### config.mk
export PLATFORM = sky130hd
export DESIGN_NAME = dmem_port_arbiter
export DESIGN_NICKNAME = d
export VERILOG_FILES = /design/src/rtl/dmem_arb_pkg.sv /design/src/rtl/dmem_arb_pick.sv /design/src/rtl/dmem_port_arbiter.sv
export SDC_FILE = /design/constraint.sdc
export NUM_CORES = 1
export LEC_CHECK = 0
export ABC_AREA = 1
export BUFFER_PORTS_ARGS = -buffer_cell sky130_fd_sc_hd__buf_2
export CAP_MARGIN = 30
export CORE_MARGIN = 8
export CORE_UTILIZATION = 42
export CTS_BUF_LIST = sky130_fd_sc_hd__clkbuf_4
export CTS_CLUSTER_DIAMETER = 200
export DETAILED_ROUTE_END_ITERATION = 16
export PLACE_DENSITY = 0.91
export SETUP_SLACK_MARGIN = 0.05
export SLEW_MARGIN = 20
export SYNTH_ARGS = -nofsm -noshare
export SYNTH_HDL_FRONTEND = slang
export SYNTH_SLANG_ARGS = --single-unit
### constraint.sdc
create_clock -name i_clk -period 2.58 [get_ports i_clk]
set_clock_uncertainty 0.15 [all_clocks]
set_input_delay 0.387 -clock i_clk [delete_from_list [all_inputs] [get_ports i_clk]]
set_output_delay 0.387 -clock i_clk [all_outputs]
set_load 0.01 [all_outputs]
### src/rtl/dmem_arb_pkg.sv
// Shared types for the DMEM port arbiter: FSM states, port owner encoding and counter sizing.
package dmem_arb_pkg;

  typedef enum logic [1:0] {
    ST_IDLE   = 2'd0,
    ST_ACCESS = 2'd1,
    ST_RESP   = 2'd2
  } state_t;

  typedef enum logic {
    OWN_CPU = 1'b0,
    OWN_EXT = 1'b1
  } owner_t;

  // Smallest width holding max(wait_cycles, starve_limit); never below 1 bit.
  function automatic int cnt_width(input int wait_cycles, input int starve_limit);
    int m;
    int w;
    m = (wait_cycles > starve_limit) ? wait_cycles : starve_limit;
    w = 1;
    while ((1 << w) < (m + 1)) w++;
    return w;
  endfunction

endpackage

### src/rtl/dmem_arb_pick.sv
// Owner select for the DMEM arbiter: CPU priority with a bounded streak so EXT cannot starve.
// Combinational pick; the streak register advances only on the grant edge.
module dmem_arb_pick #(
  parameter int STARVE_LIMIT = 4,
  parameter int CW           = 3
) (
  input  logic clk,
  input  logic rst_n,
  input  logic cpu_req,
  input  logic ext_req,
  input  logic grant,
  output logic pick_ext
);

  logic [CW-1:0] streak;
  logic          starved;

  assign starved  = (streak == CW'(STARVE_LIMIT));
  assign pick_ext = ext_req & (~cpu_req | starved);

  // Streak counts CPU wins while EXT waits; any EXT win or uncontended CPU win resets it.
  always_ff @(posedge clk or negedge rst_n) begin
    if (!rst_n) begin
      streak <= '0;
    end else if (grant) begin
      if (pick_ext || !ext_req) begin
        streak <= '0;
      end else if (!starved) begin
        streak <= streak + 1'b1;
      end
    end
  end

endmodule

### src/rtl/dmem_port_arbiter.sv
// Shares one synchronous DMEM between the CPU MEM stage and an external port; each access is
// IDLE -> ACCESS (WAIT_CYCLES+1) -> RESP, done after WAIT_CYCLES+3 cycles, CPU stalled until done.
module dmem_port_arbiter
  import dmem_arb_pkg::*;
#(
  parameter int WAIT_CYCLES  = 0,
  parameter int STARVE_LIMIT = 4
) (
  input  logic        i_clk,
  input  logic        i_rst_n,
  input  logic        i_cpu_req,
  input  logic        i_cpu_wena,
  input  logic [31:0] i_cpu_addr,
  input  logic [31:0] i_cpu_wdata,
  output logic        o_cpu_stall,
  output logic        o_cpu_done,
  output logic [31:0] o_cpu_rdata,
  input  logic        i_ext_req,
  input  logic        i_ext_wena,
  input  logic [31:0] i_ext_addr,
  input  logic [31:0] i_ext_wdata,
  output logic        o_ext_gnt,
  output logic        o_ext_done,
  output logic [31:0] o_ext_rdata,
  output logic        o_mem_en,
  output logic        o_mem_wena,
  output logic [31:0] o_mem_addr,
  output logic [31:0] o_mem_wdata,
  input  logic [31:0] i_mem_rdata
);

  localparam int CW = cnt_width(WAIT_CYCLES, STARVE_LIMIT);

  state_t        state;
  owner_t        owner;
  logic [CW-1:0] wait_cnt;
  logic          acc_wena;
  logic          any_req;
  logic          grant;
  logic          pick_ext;
  logic          resp;

  assign any_req = i_cpu_req | i_ext_req;
  assign grant   = (state == ST_IDLE) & any_req;

  dmem_arb_pick #(
    .STARVE_LIMIT (STARVE_LIMIT),
    .CW           (CW)
  ) u_pick (
    .clk      (i_clk),
    .rst_n    (i_rst_n),
    .cpu_req  (i_cpu_req),
    .ext_req  (i_ext_req),
    .grant    (grant),
    .pick_ext (pick_ext)
  );

  always_ff @(posedge i_clk or negedge i_rst_n) begin
    if (!i_rst_n) begin
      state       <= ST_IDLE;
      owner       <= OWN_CPU;
      wait_cnt    <= '0;
      acc_wena    <= 1'b0;
      o_mem_en    <= 1'b0;
      o_mem_wena  <= 1'b0;
      o_mem_addr  <= '0;
      o_mem_wdata <= '0;
      o_ext_gnt   <= 1'b0;
    end else begin
      o_ext_gnt <= 1'b0;
      case (state)
        ST_IDLE: begin
          if (any_req) begin
            owner       <= pick_ext ? OWN_EXT : OWN_CPU;
            acc_wena    <= pick_ext ? i_ext_wena  : i_cpu_wena;
            o_mem_wena  <= pick_ext ? i_ext_wena  : i_cpu_wena;
            o_mem_addr  <= pick_ext ? i_ext_addr  : i_cpu_addr;
            o_mem_wdata <= pick_ext ? i_ext_wdata : i_cpu_wdata;
            o_mem_en    <= 1'b1;
            o_ext_gnt   <= pick_ext;
            wait_cnt    <= '0;
            state       <= ST_ACCESS;
          end
        end
        ST_ACCESS: begin
          if (wait_cnt == CW'(WAIT_CYCLES)) begin
            o_mem_en   <= 1'b0;
            o_mem_wena <= 1'b0;
            state      <= ST_RESP;
          end else begin
            wait_cnt <= wait_cnt + 1'b1;
          end
        end
        // The finishing request is still high here, so never re-grant from RESP.
        ST_RESP: state <= ST_IDLE;
        default: state <= ST_IDLE;
      endcase
    end
  end

  assign resp        = (state == ST_RESP);
  assign o_cpu_done  = resp & (owner == OWN_CPU);
  assign o_ext_done  = resp & (owner == OWN_EXT);
  assign o_cpu_rdata = (o_cpu_done & ~acc_wena) ? i_mem_rdata : '0;
  assign o_ext_rdata = (o_ext_done & ~acc_wena) ? i_mem_rdata : '0;
  assign o_cpu_stall = i_cpu_req & ~o_cpu_done;

  // A requester must hold its request from grant through its done cycle.
  cpu_req_held: assert property (@(posedge i_clk) disable iff (!i_rst_n)
    (state != ST_IDLE && owner == OWN_CPU) |-> i_cpu_req);
  ext_req_held: assert property (@(posedge i_clk) disable iff (!i_rst_n)
    (state != ST_IDLE && owner == OWN_EXT) |-> i_ext_req);

endmodule
Word level (Yosys, flattened, before mapping)
Cells that the tools add are included.
{"block": "op_classes", "addsub": 2, "n_eq_ne": 7, "mux": 21, "n_bitwise": 13, "reduce_logical": 10}
{"op": "2-to-1 mux 32 bit", "n": 4}
{"op": "2-to-1 mux 3 bit", "n": 4}
{"op": "!= test 2 bit, second input constant", "n": 4}
{"op": "AND 1 bit", "n": 7}
{"op": "2-to-1 mux 1 bit", "n": 7}
{"op": "adder 3 x 1 -> 3 bit, second input constant", "n": 2}
{"op": "one-hot mux 3 bit (2 select lines)", "n": 1}
{"op": "AND reduction 2 bit", "n": 3}
{"op": "AND reduction 3 bit", "n": 2}
{"op": "2-to-1 mux 2 bit", "n": 2}
{"op": "NOT 1 bit", "n": 4}
{"op": "one-hot mux 1 bit (2 select lines)", "n": 2}
{"op": "one-hot mux 2 bit (2 select lines)", "n": 1}
{"op": "equality test 3 bit, second input constant", "n": 1}
{"op": "logical NOT 3 bit", "n": 1}
{"op": "equality test 2 x 1 -> 1 bit, second input constant", "n": 1}
{"op": "equality test 2 bit, second input constant", "n": 1}
{"op": "logical NOT 2 bit", "n": 1}
{"op": "bitwise OR 1 bit", "n": 2}
{"op": "nonzero test 2 bit", "n": 1}
{"op": "logical NOT 1 bit", "n": 1}
{"op": "logical OR 1 bit", "n": 1}
{"block": "totals", "ff_bits": 77, "in_bits": 166, "wordCells": 63}

Depth between registers and ports, before layout
{"block": "depth", "ltp_word": 6, "mapped_depth": 10}

Cells and area by module
From an unflattened synthesis, not the netlist that was laid out.
{"block": "hier_totals", "cells_unflattened": 677, "area_unflattened_um2": 4461.8}
{"mod": "dmem_port_arbiter", "n_inst": 1, "cells_each": 650, "area_each_um2": 4251.6, "seq_area_each_um2": 1851.8}
{"mod": "dmem_arb_pick", "n_inst": 1, "cells_each": 27, "area_each_um2": 210.2, "seq_area_each_um2": 75.1}

Least setup slack after synthesis
OpenSTA, ideal clock, no wires.
{"block": "synth_timing", "path_type": "register to output", "start": "register state[0]", "end": "output port o_ext_rdata[0]", "t_arrival_ps": 1198, "required_time_ps": 2043, "slack_ps": 845, "stages_incl_launch_ff": 5, "path_buffers": 1, "path_cell_list": "dfrtp_1 -> nor3_2 -> nand2_1 -> clkbuf_1 -> nor2_1"}
{"block": "synth_via", "elab_chain_len": 4}
{"item": "start: declaration", "line_no": "dmem_port_arbiter.sv:34", "source": "state_t state;"}
{"item": "start signal: assignment", "line_no": "dmem_port_arbiter.sv:60", "source": "state <= ST_IDLE;"}
{"item": "start signal: assignment", "line_no": "dmem_port_arbiter.sv:82", "source": "state <= ST_ACCESS;"}
{"item": "start signal: assignment", "line_no": "dmem_port_arbiter.sv:89", "source": "state <= ST_RESP;"}
{"item": "equality test 2 bit", "line_no": "dmem_port_arbiter.sv:101", "source": "assign resp = (state == ST_RESP);"}
{"item": "AND 1 bit", "line_no": "dmem_port_arbiter.sv:103", "source": "assign o_ext_done = resp & (owner == OWN_EXT);"}
{"item": "named net o_ext_done", "line_no": "dmem_port_arbiter.sv:23", "source": "output logic o_ext_done,"}
{"item": "AND 1 bit", "line_no": "dmem_port_arbiter.sv:105", "source": "assign o_ext_rdata = (o_ext_done & ~acc_wena) ? i_mem_rdata : '0;"}
{"item": "2-to-1 mux 32 bit", "line_no": "dmem_port_arbiter.sv:105"}
{"item": "end: declaration", "line_no": "dmem_port_arbiter.sv:24", "source": "output logic [31:0] o_ext_rdata,"}
The timed path passes the listed nets, and every way through them passes these cells.

Final worst setup path
{"block": "layout_timing", "start": "register state[0]", "end": "output port o_cpu_rdata[19]"}
{"block": "layout_via", "elab_chain_len": 4}
{"item": "equality test 2 bit", "line_no": "dmem_port_arbiter.sv:101"}
{"item": "AND 1 bit", "line_no": "dmem_port_arbiter.sv:102", "source": "assign o_cpu_done = resp & (owner == OWN_CPU);"}
{"item": "AND 1 bit", "line_no": "dmem_port_arbiter.sv:104", "source": "assign o_cpu_rdata = (o_cpu_done & ~acc_wena) ? i_mem_rdata : '0;"}
{"item": "2-to-1 mux 32 bit", "line_no": "dmem_port_arbiter.sv:104"}
{"item": "end: declaration", "line_no": "dmem_port_arbiter.sv:17", "source": "output logic [31:0] o_cpu_rdata,"}
No other way between the ends.

==> impl_metrics.py <==
metrics = {
    "outcome": {
        "status": "completed",
    },
    "synthesis": {
        "netlist_instances": 730,
        "synth-warning-count": 0,
        "synth.distinct_cells": 17,
        "synth_area_um2": 4666,
        "synth-seq-cells": 77,
        "ys_seq_area_frac": 0.4130,
        "syn_area_per_cell_um2": 6.391,
        "synth_nets": 900,
    },
    "clock_network": {
        "clockRootBuffer": "clkbuf_4",
        "clock_latency_ns": 0.39,
        "clock-sinks": 77,
        "htreeDepth": 3,
        "clk_pin_slew_ns": 0.14,
        "cts-buffers-inserted": 9,
        "cts_tree": "done",
        "cts_max_path_buffers": 2,
    },
    "global_route": {
        "overflow": 0,
        "grt_pass1_vias": 5181,
        "grtUsageTotal": 0.2180,
        "grt_pass1_wl_mm": 25.64,
        "grt_antenna_before_repair": 2,
        "grt_max_degree": 78,
    },
    "sta": {
        "hold_viol": 0,
        "tightest_slew_ns": 0.7412,
        "rsz0062_at_grt": "no",
        "slew_headroom": 0.5059,
        "fin_crit_sh": 0.8344,
        "fmax_mhz": 464.5,
        "slew_viol_final": 0,
        "fin_crit_ns": 2.153,
        "fin_tns_setup_ns": 0,
        "finalSetupViolCount": 0,
    },
    "setup_path": {
        "endpoint_kind": "primary output",
        "crit_fanout": 32,
        "crit_arrival_ns": 1.62,
        "crit_slowest_cell": "dfrtp_1",
        "worstSetupStartpoint": "state[0]$_DFFE_PN0P_",
        "path_cells": "inv_1 -> nand3_1 -> inv_1 -> nand2_1 -> buf_4 -> nor2_1 -> buf_2",
        "critPathMaxStageDelay_ns": 0.42,
        "start_kind": "flip-flop",
        "crit_top_cell": "inv_1",
        "path_class": "flip-flop to primary output",
        "r2r_start": "u_pick.streak[0]$_DFFE_PN0P_",
        "crit_required_ns": 2.04,
    },
    "final_layout": {
        "layout.cells.non_filler": 1155,
        "fin_nets": 1179,
        "layout_common_cells": "buf_2, nand2_1, inv_1",
        "final_common_cell": "buf_2",
        "syn2layout_area_growth_pct": 38.21,
        "drive_above_1_share": 0.3254,
    },
    "detailed_routing": {
        "drcViolationCount": 0,
        "num_vias": 5352,
        "wl_met3_mm": 1.421,
        "wirelength_mm": 16.68,
        "avgViaCountPerCell": 4.634,
        "wire_per_inst_um": 14.44,
        "detail_route.first_pass.iterations": 5,
        "maxUsedRoutingLayer": "met5",
        "drt-initial-drc-count": 323,
        "antenna_left": 0,
        "met2_length_mm": 8.526,
        "m1WireLength_mm": 6.122,
    },
    "power": {
        "p_leak_nw": 4.425,
        "vdd_drop_max_mv": 0.5411,
        "powerDensity_nw_per_um2": 874.8,
    },
    "place": {
        "dp_hpwl_mm": 12.99,
        "placed_cells": 1136,
        "port_buffers": 299,
        "gp_congestion": 0.9289,
    },
    "flow_run": {
        "cap_violations": 0,
    },
    "hold_path": {
        "hold_path_startpoint": "i_cpu_addr[18]",
        "hold_class": "input port to flip-flop",
    },
    "floorplanning": {
        "coreArea_um2": 10840,
        "die_h_um": 121.4,
        "io_pins": 300,
        "die_area_um2": 14740,
        "initial_core_util": 0.4304,
        "die_w_um": 121.4,
        "std_cell_rows": 38,
    },
}
-- state kept, by name, summed over array words and instances, names as in the netlist --
register and cells:
acc_wena 1, o_ext_gnt 1, o_mem_addr 32, o_mem_en 1
o_mem_wdata 32, o_mem_wena 1, owner 1, state 2
u_pick.streak 3, wait_cnt 3
-- power by group --
part / leakage [nW] / internal, mW / total, mW / switching (mW)
Combinational: 3.39 / 1.02 / 2.72 / 1.70
Clock: 0.0873 / 0.419 / 0.830 / 0.411
Sequential: 0.945 / 1.78 / 2.09 / 0.318
Total: 4.43 / 3.21 / 5.64 / 2.43
-- through the flow --
| step | cell area, um^2 | utilization | total power, mW | setup slack [ns] | hold slack (ns) |
|---|---|---|---|---|---|
| finish | 6449 | 0.5949 | 5.641 | 0.4272 | 0.1089 |
| global route | 6449 | 0.5949 | 6.114 | 0.2316 | 0.08321 |
| CTS | 6426 | 0.5928 | 5.713 | 0.3913 | 0.08640 |
| detailed placement | 6248 | 0.5764 | 4.868 | 0.5632 | 0.3067 |
| global placement | 6248 | 0.5764 | 4.774 | 0.5821 | 0.3011 |
| floorplan | 4666 | - | 3.658 | 0.8454 | -0.05859 |
-- routing by layer --
layer | vias up | global-route usage
met5 | - | 0
met4 | 2 | 0.1049
met3 | 36 | 0.05537
met2 | 250 | 0.3968
met1 | 2375 | 0.2290
li1 | 2689 | -
-- kinds of logic (layout without fill, tap and decap cells) --
logic type | count (synthesis) | in the layout | share of synthesized area
other | 0 | 1 | 0
buffers and inverters | 220 | 504 | 0.1880
AO/OA/AOI/OAI | 7 | 7 | 0.008312
XOR/XNOR | 2 | 2 | 0.003755
adder cells (fa/ha/maj) | 4 | 4 | 0.01073
flip-flops | 77 | 77 | 0.4130
AND/OR/NAND/NOR | 420 | 420 | 0.3762
-- cells in the mapped netlist, drive strengths merged --
master    n  area, um^2
nand3   138       690.7
buf      30       163.9
xor2      1       8.760
xnor2     1       8.760
inv     178       668.1
o21ai     7       38.78
ha        4       50.05
dfrtp    77        1927
clkbuf   12       45.04
nand2   211       792.0
nor3      1       10.01
nor2     70       262.8
-- repair_timing --
| action | in CTS | in global routing |
|---|---|---|
| hold buffers | 1 | 0 |
| buffers inserted | 0 | 0 |
| resized for setup | 0 | 0 |
| hold endpoints to repair | 25 | 0 |
-- worst max-delay path, delay by kind of cell, from the launching register on --
kind / cells / cell delay (ns)
DFF: 1 / 0.42
and+or+nand+nor: 3 / 0.28
buffers and inverters: 4 / 0.53
-- layout make-up --
type	count	area, um^2
diodes	1	2.502
repair buffers	310	1634
inverters	178	668.1
clock buffers	11	82.58
well taps	140	175.2
clock inverters	5	85.08
fillers	1050	4392
multi-input cells	433	1874
flip-flops and latches	77	1927
-- worst paths after layout --
path                                          endpoint  slack [ns]  cells past startpoint
hold / removal              o_mem_addr[18]$_DFFE_PN0P_        0.11                      5
setup reg to reg           o_mem_wdata[22]$_DFFE_PN0P_        0.63                      8
max in group asynchronous  o_mem_wdata[13]$_DFFE_PN0P_        1.36                      3
hold reg to reg                   o_mem_en$_DFFE_PN0P_        0.33                      2
min in group asynchronous          o_ext_gnt$_DFF_PN0_        0.31                      2
setup / recovery                       o_cpu_rdata[19]        0.43                      7
No activity file was read; power rests on OpenSTA's default activity.
